==> config.mk <==
export PLATFORM = sky130hd
export DESIGN_NAME = pool_ctrl_mc
export DESIGN_NICKNAME = d
export VERILOG_FILES = /design/src/rtl/pool_ctrl_mc.sv
export SDC_FILE = /design/constraint.sdc
export NUM_CORES = 1
export LEC_CHECK = 0
export ABC_AREA = 1
export BUFFER_PORTS_ARGS = -buffer_cell sky130_fd_sc_hd__buf_2
export CAP_MARGIN = 20
export CORE_AREA = 2 2 225 227
export DETAILED_ROUTE_END_ITERATION = 10
export DIE_AREA = 0 0 227 229
export PLACE_DENSITY = 0.77
export SLEW_MARGIN = 0
export SYNTH_ARGS = -nofsm -noshare
export SYNTH_HDL_FRONTEND = slang
export SYNTH_SLANG_ARGS = --single-unit
==> constraint.sdc <==
create_clock -name clk -period 4.6 [get_ports clk]
set_clock_uncertainty 0.1 [all_clocks]
set_input_delay 0.23 -clock clk [delete_from_list [all_inputs] [get_ports clk]]
set_output_delay 0.23 -clock clk [all_outputs]
set_load 0.005 [all_outputs]
==> src/rtl/pool_ctrl_mc.sv <==
// Multi-channel pooling controller: issues K neighbour addresses per request,
// reduces the returning feature beats per lane by max or average, emits one beat.
module pool_ctrl_mc #(
    parameter int NUM_CH     = 8,
    parameter int DATA_WIDTH = 8,
    parameter int K_WIDTH    = 6,
    parameter int ADDR_WIDTH = 16
) (
    input  logic                           clk,
    input  logic                           rst,
    input  logic [K_WIDTH:0]               CfgK,
    input  logic                           CfgMode,
    input  logic                           CfgSigned,
    input  logic [3:0]                     CfgShift,
    input  logic                           IdxVld,
    input  logic [ADDR_WIDTH-1:0]          Idx,
    output logic                           IdxRdy,
    output logic                           AddrVld,
    output logic [ADDR_WIDTH-1:0]          Addr,
    input  logic                           AddrRdy,
    input  logic                           FmInVld,
    input  logic [NUM_CH*DATA_WIDTH-1:0]   FmIn,
    output logic                           FmInRdy,
    output logic                           FmOutVld,
    output logic [NUM_CH*DATA_WIDTH-1:0]   FmOut,
    input  logic                           FmOutRdy,
    output logic                           Busy
);

    localparam int ACC_W = DATA_WIDTH + K_WIDTH;
    localparam int CNT_W = K_WIDTH + 1;
    localparam logic [CNT_W-1:0] K_MAX  = {1'b1, {K_WIDTH{1'b0}}};
    localparam logic [CNT_W-1:0] K_ONE  = CNT_W'(1);
    localparam logic [3:0]       SH_MAX = 4'(K_WIDTH);
    localparam logic signed [ACC_W:0] S_MAX = {{(K_WIDTH+2){1'b0}}, {(DATA_WIDTH-1){1'b1}}};
    localparam logic signed [ACC_W:0] S_MIN = {{(K_WIDTH+2){1'b1}}, {(DATA_WIDTH-1){1'b0}}};
    localparam logic signed [ACC_W:0] U_MAX = {{(K_WIDTH+1){1'b0}}, {DATA_WIDTH{1'b1}}};

    typedef enum logic [1:0] {S_IDLE, S_RUN, S_OUT} state_t;

    state_t                          state_q, state_d;
    logic [ADDR_WIDTH-1:0]           base_q, base_d;
    logic [CNT_W-1:0]                klat_q, klat_d;
    logic                            mode_q, mode_d;
    logic                            sgn_q, sgn_d;
    logic [3:0]                      shift_q, shift_d;
    logic [CNT_W-1:0]                addr_cnt_q, addr_cnt_d;
    logic [CNT_W-1:0]                fm_cnt_q, fm_cnt_d;
    logic [ACC_W-1:0]                acc_q [NUM_CH];
    logic [ACC_W-1:0]                acc_d [NUM_CH];
    logic [ACC_W-1:0]                lane_v;
    logic [NUM_CH*DATA_WIDTH-1:0]    fmout_q, fmout_d;
    logic                            idx_fire, addr_fire, fm_fire, out_fire, last_fire;

    function automatic logic [ACC_W-1:0] lane_ext(input logic [DATA_WIDTH-1:0] v,
                                                  input logic sgn);
        return sgn ? {{K_WIDTH{v[DATA_WIDTH-1]}}, v} : {{K_WIDTH{1'b0}}, v};
    endfunction

    function automatic logic [ACC_W-1:0] lane_max(input logic [ACC_W-1:0] a,
                                                  input logic [ACC_W-1:0] b,
                                                  input logic sgn);
        logic a_ge;
        a_ge = sgn ? ($signed(a) >= $signed(b)) : (a >= b);
        return a_ge ? a : b;
    endfunction

    // One extra headroom bit lets signed and unsigned sums share one saturating compare.
    function automatic logic [DATA_WIDTH-1:0] avg_sat(input logic [ACC_W-1:0] acc,
                                                      input logic [3:0] sh,
                                                      input logic sgn);
        logic signed [ACC_W:0] wide;
        logic signed [ACC_W:0] shv;
        wide = sgn ? $signed({acc[ACC_W-1], acc}) : $signed({1'b0, acc});
        shv  = wide >>> sh;
        if (sgn) begin
            if (shv > S_MAX) return S_MAX[DATA_WIDTH-1:0];
            if (shv < S_MIN) return S_MIN[DATA_WIDTH-1:0];
        end else if (shv > U_MAX) begin
            return U_MAX[DATA_WIDTH-1:0];
        end
        return shv[DATA_WIDTH-1:0];
    endfunction

    assign idx_fire  = IdxVld && IdxRdy;
    assign addr_fire = AddrVld && AddrRdy;
    assign fm_fire   = FmInVld && FmInRdy;
    assign out_fire  = FmOutVld && FmOutRdy;
    assign last_fire = fm_fire && ((fm_cnt_q + K_ONE) == klat_q);

    assign Addr  = base_q + ADDR_WIDTH'(addr_cnt_q);
    assign FmOut = fmout_q;
    assign Busy  = (state_q != S_IDLE);

    always_ff @(posedge clk) begin
        if (rst) state_q <= S_IDLE;
        else     state_q <= state_d;
    end

    always_comb begin
        state_d = state_q;
        case (state_q)
            S_IDLE:  if (idx_fire)  state_d = S_RUN;
            S_RUN:   if (last_fire) state_d = S_OUT;
            S_OUT:   if (out_fire)  state_d = S_IDLE;
            default: state_d = S_IDLE;
        endcase
    end

    // Handshake outputs depend only on state and counters, and are muted during reset.
    always_comb begin
        IdxRdy   = 1'b0;
        AddrVld  = 1'b0;
        FmInRdy  = 1'b0;
        FmOutVld = 1'b0;
        if (!rst) begin
            case (state_q)
                S_IDLE: IdxRdy = 1'b1;
                S_RUN: begin
                    AddrVld = (addr_cnt_q < klat_q);
                    FmInRdy = (fm_cnt_q < klat_q) && (fm_cnt_q < addr_cnt_q);
                end
                S_OUT:   FmOutVld = 1'b1;
                default: ;
            endcase
        end
    end

    // Request latch; CfgK above 2^K_WIDTH is clamped so the accumulator cannot overflow.
    always_comb begin
        base_d     = base_q;
        klat_d     = klat_q;
        mode_d     = mode_q;
        sgn_d      = sgn_q;
        shift_d    = shift_q;
        addr_cnt_d = addr_cnt_q;
        fm_cnt_d   = fm_cnt_q;
        if (idx_fire) begin
            base_d     = Idx;
            klat_d     = (CfgK == '0) ? K_ONE : ((CfgK > K_MAX) ? K_MAX : CfgK);
            mode_d     = CfgMode;
            sgn_d      = CfgSigned;
            shift_d    = (CfgShift > SH_MAX) ? SH_MAX : CfgShift;
            addr_cnt_d = '0;
            fm_cnt_d   = '0;
        end
        if (addr_fire) addr_cnt_d = addr_cnt_q + K_ONE;
        if (fm_fire)   fm_cnt_d   = fm_cnt_q + K_ONE;
    end

    always_comb begin
        lane_v  = '0;
        fmout_d = '0;
        for (int i = 0; i < NUM_CH; i++) begin
            lane_v = lane_ext(FmIn[i*DATA_WIDTH +: DATA_WIDTH], sgn_q);
            if (fm_cnt_q == '0)  acc_d[i] = lane_v;
            else if (mode_q)     acc_d[i] = acc_q[i] + lane_v;
            else                 acc_d[i] = lane_max(acc_q[i], lane_v, sgn_q);
            fmout_d[i*DATA_WIDTH +: DATA_WIDTH] = mode_q ? avg_sat(acc_d[i], shift_q, sgn_q)
                                                         : acc_d[i][DATA_WIDTH-1:0];
        end
    end

    // The output register captures the reduced beat on the final accepted input beat.
    always_ff @(posedge clk) begin
        if (rst) begin
            base_q     <= '0;
            klat_q     <= '0;
            mode_q     <= 1'b0;
            sgn_q      <= 1'b0;
            shift_q    <= '0;
            addr_cnt_q <= '0;
            fm_cnt_q   <= '0;
            fmout_q    <= '0;
            for (int i = 0; i < NUM_CH; i++) acc_q[i] <= '0;
        end else begin
            base_q     <= base_d;
            klat_q     <= klat_d;
            mode_q     <= mode_d;
            sgn_q      <= sgn_d;
            shift_q    <= shift_d;
            addr_cnt_q <= addr_cnt_d;
            fm_cnt_q   <= fm_cnt_d;
            if (fm_fire) begin
                for (int i = 0; i < NUM_CH; i++) acc_q[i] <= acc_d[i];
            end
            if (last_fire) fmout_q <= fmout_d;
        end
    end

endmodule

==> key figures, run 1 <==
Detailed routing
  • DRC: 0
  • Final wirelength: around 94000 um
  • Routed Antenna Nets: 0
  • Via count: ~32000
  • Pre-antenna DRT Iters: 6
  • Via density: roughly 6
  • WL/cell: ~17 um
  • Starting DRT DRC Count: between 3000 and 4000

Yosys
  • Asr flop ratio synth: 0%
  • Top cells by count, synth: 1312 x nand2_1, 755 x nand3_1, 438 x inv_1
  • Post-synth top area cell: nand2_1
  • Top-count cell post-synth: nand2_1
  • Mapped Nets: between 4000 and 5000
  • Number of synthesized flops with an enable pin: 112
  • Unique masters post-synth: 60
  • Post-synth top area share: between 15 and 20%
  • Yosys warnings: 0
  • Cell area after synthesis: 0.0279 mm^2
  • Top cells by area, synth: nand2_1 18%, nand3_1 14%, edfxtp_1 12%, ha_1 11%, dfxtp_1 7.8%
  • Avg Cell Area, Syn: between 6 and 7 um^2
  • Seq/Total Area, Yosys: between 10% and 20%
  • Post-Syn Instances: approximately 4600
  • Top FF cell, synth: edfxtp_1
  • Seq cells post-synth: between 200 and 250

Power and ir drop
  • Lkg Pwr: about 0.016 uW
  • Sw power: 2740 uW
  • Power Internal: roughly 4400 uW
  • PwrDens: ~230 mW/mm^2
  • Sw Share: a little under two fifths
  • Comb pwr share: a little over a third
  • Clk pwr share: between 30% and 40%
  • Peak supply drop: 0.000286 V
  • Seq pwr share: 30.7%

Placed design
  • Hpwl dp: 66400 um
  • Cell Area, Placed: approximately 0.029 mm^2
  • Port bufs: ~180
  • GP Congestion: roughly 1
  • Dpl ws: -0.00924 ns

Clock tree
  • Max Buffers Root-to-Sink: 3
  • Root Driver: clkbuf_16
  • Clock latency on the worst-skew pair: a little under 0.6 ns
  • Clock sinks: 221
  • Clock transition at path regs: ~0.06 ns
  • H-tree depth: 1
  • CTS buffer count: 28
  • CTS tree: done

Floorplanning
  • Die Ht: roughly 230 um
  • DIE AREA: 0.0520 mm^2
  • Die W: ~230 um
  • Core area: slightly below 0.05 mm^2
  • Row cnt: 82
  • Ports: roughly 180
  • Starting Density: between 50% and 60%

Worst hold path
  • Min-Delay Startpoint: FmIn[59]
  • Hold Path Class: primary input to flip-flop

GRT
  • First-pass GRT wire length: between 100000 and 150000 um
  • Pin count of the biggest net entering global routing: ~140
  • Number of global-route vias before repair: 29600
  • Overflow after GRT: 0
  • Initial antenna violation count: 2
  • Total GRT Usage: between 30% and 40%

Finish
  • P&R area growth vs syn: 12.6%
  • Finished Cell Area: roughly 0.031 mm^2
  • Share of layout cells above drive strength 1: ~11%
  • # nets final: approximately 5100

Critical path
  • FF-to-FF Start: sgn_q
  • Most frequent CP cell: nand2_1
  • Worst Path Arrival: about 4.6 ns
  • Worst path slowest cell: ha_2
  • Crit. End Element: flip-flop
  • Critical setup path kind: flip-flop to flip-flop
  • Required time of the critical path: 4.92 ns
  • CP max stage delay: 0.40 ns
  • CP Launch Point: sgn_q
  • Startpoint Class: flip-flop
  • Max FO, Critical Path: 10

Run
  • Max-cap violations: 0

Timing
  • Final worst slack: approximately 0.29 ns
  • Slew @ Worst Pin: between 1 and 1.5 ns
  • Fin. Hold Viols: 0
  • Final worst-path cycle share: approximately 94%
  • Setup TNS: 0 ns
  • Fmax: roughly 230 MHz
  • Final Critical Period: about 4.3 ns
  • Final Max Tran Viols: 0
  • Slew headroom: roughly 33%
  • RSZ-0062 raised after global routing: yes
  • Final setup violation count: 0
  • Worst hold slack: approximately 0.016 ns

Run status
  • Status: finished clean
[power by group through the flow]
| stage | combinational (uW) | clock, uW | sequential [uW] |
|---|---|---|---|
| global placement | 2360 | 0 | 2230 |
| CTS | 2420 | 2400 | 2190 |
| global route | 2890 | 2480 | 2210 |
| finish | 2570 | 2390 | 2200 |
| detailed placement | 2380 | 0 | 2240 |
| floorplan | 1840 | 0 | 2210 |
[state kept, by name, indices dropped and copies added (netlist names)]
register    flops
klat_q          7
sgn_q           1
acc_q         112
FmOut          64
base_q         16
mode_q          1
addr_cnt_q      7
state_q         2
shift_q         4
fm_cnt_q        7
[critical path: cells and delay by family (launching register included)]
family,cells,cell delay [ns]
simple gates,21,2.38
compound gates,4,0.45
buf+inv,3,0.44
fa+ha+maj,1,0.40
flops,1,0.38
[per-layer routing]
metal / wire, um / vias to the layer above / track usage, % / share of wire, %
li1: - / 15700 / - / -
met1: 40400 / 14600 / 47.6 / 43
met2: 41300 / 1425 / 55.5 / 44
met3: 9480 / 205 / 5.81 / 10
met4: 2600 / 0 / 11.2 / 2.8
met5: 0 / - / 0 / 0
[final timing paths]
path | endpoint | slack (ns) | depth (start not counted)
worst min register to register | FmOut[25] | 0.36 | 2
worst max register to register | FmOut[45] | 0.29 | 29
worst min-delay path | acc_q[1][45] | 0.02 | 3
worst max-delay path | FmOut[45] | 0.29 | 29
[cell type report]
class	instances	area (um^2)
flip-flops and latches	221	5560
multi-input cells	3719	20300
clock buffers	39	808
inverters	452	1710
diodes	1	2.50
clock inverters	12	160
fillers	4725	18200
well taps	672	841
repair buffers	305	2010
[per-stage QoR]
stage / std cells / util, % / power, uW
final: 5421 / 63.3 / 7170
after global routing: 5420 / 63.3 / 7570
after CTS: 5409 / 61.8 / 7020
after detailed placement: 5315 / 59.0 / 4620
after global placement: 5315 / 59.0 / 4600
after floorplan: 4618 / - / 4050
[placed cells by master (no fill, tap or decap), types with 34 or more instances in the layout]
| master | netlist | layout |
|---|---|---|
| ha_1 | 245 | 210 |
| inv_1 | 438 | 435 |
| o21ai_0 | 269 | 267 |
| buf_4 | 10 | 74 |
| dlygate4sd3_1 | 0 | 43 |
| nand3_1 | 755 | 744 |
| buf_2 | 69 | 182 |
| nand4_1 | 81 | 81 |
| xor2_1 | 34 | 34 |
| nand2_1 | 1312 | 1295 |
| a21oi_1 | 385 | 382 |
| nand3_2 | 32 | 39 |
| edfxtp_1 | 112 | 112 |
| dfxtp_1 | 109 | 103 |
| nor2_1 | 326 | 326 |
[kinds of logic (layout without fill, tap and decap cells)]
logic type | after synthesis | after routing | synth area share (%)
fa+ha+maj | 254 | 254 | 11.6
compound gates | 801 | 801 | 15.7
other cells | 0 | 1 | 0
simple gates | 2624 | 2626 | 41.9
buf+inv | 680 | 808 | 9.75
xor+xnor | 37 | 37 | 1.16
flops | 221 | 221 | 19.9
mux | 1 | 1 | 0.0359
[what timing repair did]
item | CTS | global route
setup endpoints to repair | 5 | 63
endpoints found under the hold margin | 55 | 0
buffers inserted | 0 | 9
gates cloned | 0 | 2
gates resized for setup | 2 | 103
pin swaps | 0 | 8
hold buffers | 43 | 0
Power figures use the tool's default switching activity.
==> run 2, diff against run 1 <==
--- a/config.mk
+++ b/config.mk
@@ -8,10 +8,11 @@
 export ABC_AREA = 1
 export BUFFER_PORTS_ARGS = -buffer_cell sky130_fd_sc_hd__buf_2
 export CAP_MARGIN = 20
-export CORE_AREA = 2 2 225 227
+export CORE_AREA = 2 2 223 225
+export CTS_BUF_LIST = sky130_fd_sc_hd__clkbuf_8
 export DETAILED_ROUTE_END_ITERATION = 10
-export DIE_AREA = 0 0 227 229
-export PLACE_DENSITY = 0.77
+export DIE_AREA = 0 0 225 227
+export PLACE_DENSITY = 0.78
 export SLEW_MARGIN = 0
 export SYNTH_ARGS = -nofsm -noshare
 export SYNTH_HDL_FRONTEND = slang
==> key figures, run 2 (synthesis results as in run 1) <==
Run status
  • Status: finished clean

Timing
  • Fmax: between 200 and 250 MHz
  • Final Max Tran Viols: 0
  • Final Critical Period: 4.29 ns
  • Final worst-path cycle share: around 93%
  • Fin. Hold Viols: 0
  • Final worst slack: 0.308 ns
  • Final setup violation count: 0
  • RSZ-0062 raised after global routing: yes
  • Setup TNS: 0 ns
  • Slew @ Worst Pin: about 1.0 ns
  • Slew headroom: a little under a third

Power and ir drop
  • Total Power: between 6000 and 7000 uW
  • PwrDens: between 200 and 250 mW/mm^2
  • Peak supply drop: around 0.00022 V
  • Lkg Pwr: roughly 0.016 uW

Floorplanning
  • Die Ht: approximately 230 um
  • DIE AREA: 0.0511 mm^2
  • Core area: slightly below 0.05 mm^2
  • Ports: between 150 and 200
  • Starting Density: approximately 57%
  • Row cnt: 81
  • Die W: 225 um

Finish
  • P&R area growth vs syn: 11.7%
  • Antenna fix cells: 0
  • # nets final: approximately 5100
  • Largest Register: acc_q
  • Number of flip-flops in the largest register: 112
  • Most frequent cells in the layout: 1299 x nand2_1, 749 x nand3_1, 448 x inv_1
  • Commonest non-fill, non-tap cell in the layout: nand2_1
  • Share of layout cells above drive strength 1: a little over a tenth

Detailed routing
  • WL met1: 39800 um
  • Via density: 5.88
  • Met2 WL: around 40000 um
  • WL/cell: around 17 um
  • Met3 wire len: 10100 um
  • DRC: 0
  • Pre-antenna DRT Iters: 7
  • Routed Antenna Nets: 0
  • Final wirelength: 93200 um
  • Starting DRT DRC Count: around 3300
  • Top Layer Used: met5
  • Via count: between 30000 and 40000

GRT
  • Overflow after GRT: 0
  • Initial antenna violation count: 1
  • Total GRT Usage: approximately 35%
  • Number of global-route vias before repair: 29200
  • First-pass GRT wire length: ~150000 um
  • Pin count of the biggest net entering global routing: 111

Critical path
  • Crit. End Element: flip-flop
  • Required time of the critical path: ~5.0 ns
  • Startpoint Class: flip-flop
  • Critical setup path kind: flip-flop to flip-flop
  • Worst Path Arrival: about 4.7 ns
  • Max FO, Critical Path: 9

Clock tree
  • CTS buffer count: 43
  • H-tree depth: 2
  • Max Buffers Root-to-Sink: 3
  • Root Driver: clkbuf_8
  • Clock latency on the worst-skew pair: between 0.6 and 0.7 ns
  • CTS tree: done
  • Clock transition at path regs: 0.07 ns
  • Clock sinks: 221

Worst hold path
  • Hold Path Class: primary input to flip-flop

Placed design
  • GP Congestion: approximately 0.97
  • Port bufs: about 180
  • Hpwl dp: approximately 68000 um
  • Dpl ws: between 0.1 and 0.15 ns

Run
  • Max-cap violations: 0
==> run 2: final timing paths <==
path | cells after the start | startpoint | to | slack [ns]
setup / recovery | 26 | sgn_q | FmOut[58] | 0.31
hold / removal | 4 | FmIn[36] | acc_q[1][4] | 0.03
setup reg to reg | 26 | sgn_q | FmOut[58] | 0.31
hold reg to reg | 2 | FmOut[20] | FmOut[20] | 0.36
==> run 2: critical path, stage by stage, from the launching register on <==
cell and delay, ns:
dfxtp_4 0.43, nand2_2 0.16, ha_1 0.40, nand4_1 0.18, nor3_1 0.18, buf_4 0.15
nand2_1 0.09, nand2_1 0.09, nand2_1 0.12, nand3_2 0.12, nand2_1 0.08, nand2_1 0.06
nand2_1 0.05, nand3_1 0.12, nand2_1 0.17, nand2_2 0.17, inv_1 0.08, nand2_1 0.21
nand2_1 0.12, nor2_1 0.11, nand2_1 0.10, o21ai_0 0.18, nand3_1 0.13, nand3_1 0.22
nand3_1 0.13, nand2_1 0.11, a21oi_1 0.06
==> run 2: power breakdown <==
group | internal (uW) | leakage [uW] | switching [uW]
clock | 1180 | 0.000522 | 992
combinational | 856 | 0.0132 | 1700
sequential | 2130 | 0.00204 | 84.7
==> run 2: timing repair <==
action / CTS / global route
gates resized for setup: 0 / 65
hold buffers: 48 / 0
setup buffers: 0 / 6
setup endpoints to repair: 0 / 63
endpoints found under the hold margin: 44 / 0
==> run 2: routing by layer <==
metal  global-route usage [%]  vias up
met3                     9.07      197
li1                         -    15800
met4                     12.0        2
met2                     55.6     1424
met5                        0        -
met1                     47.4    14400
==> run 2: cell type report <==
class                           instances  area, um^2
Fill cell                            4603       17400
Clock buffer                           54         743
Clock inverter                         24         166
Tap cell                              622         778
Timing Repair Buffer                  318        2190
Inverter                              452        1710
Multi-Input combinational cell       3718       20000
Sequential cell                       221        5560
==> run 2: through the flow <==
stage	util [%]	hold slack, ns	cells	area (um^2)
global placement	60.5	0.325	5275	29400
floorplan	-	0.240	4618	27900
global route	64.2	0.0529	5409	31200
finish	64.2	0.0285	5409	31200
CTS	63.3	0.00207	5401	30700
detailed placement	60.5	0.330	5275	29400
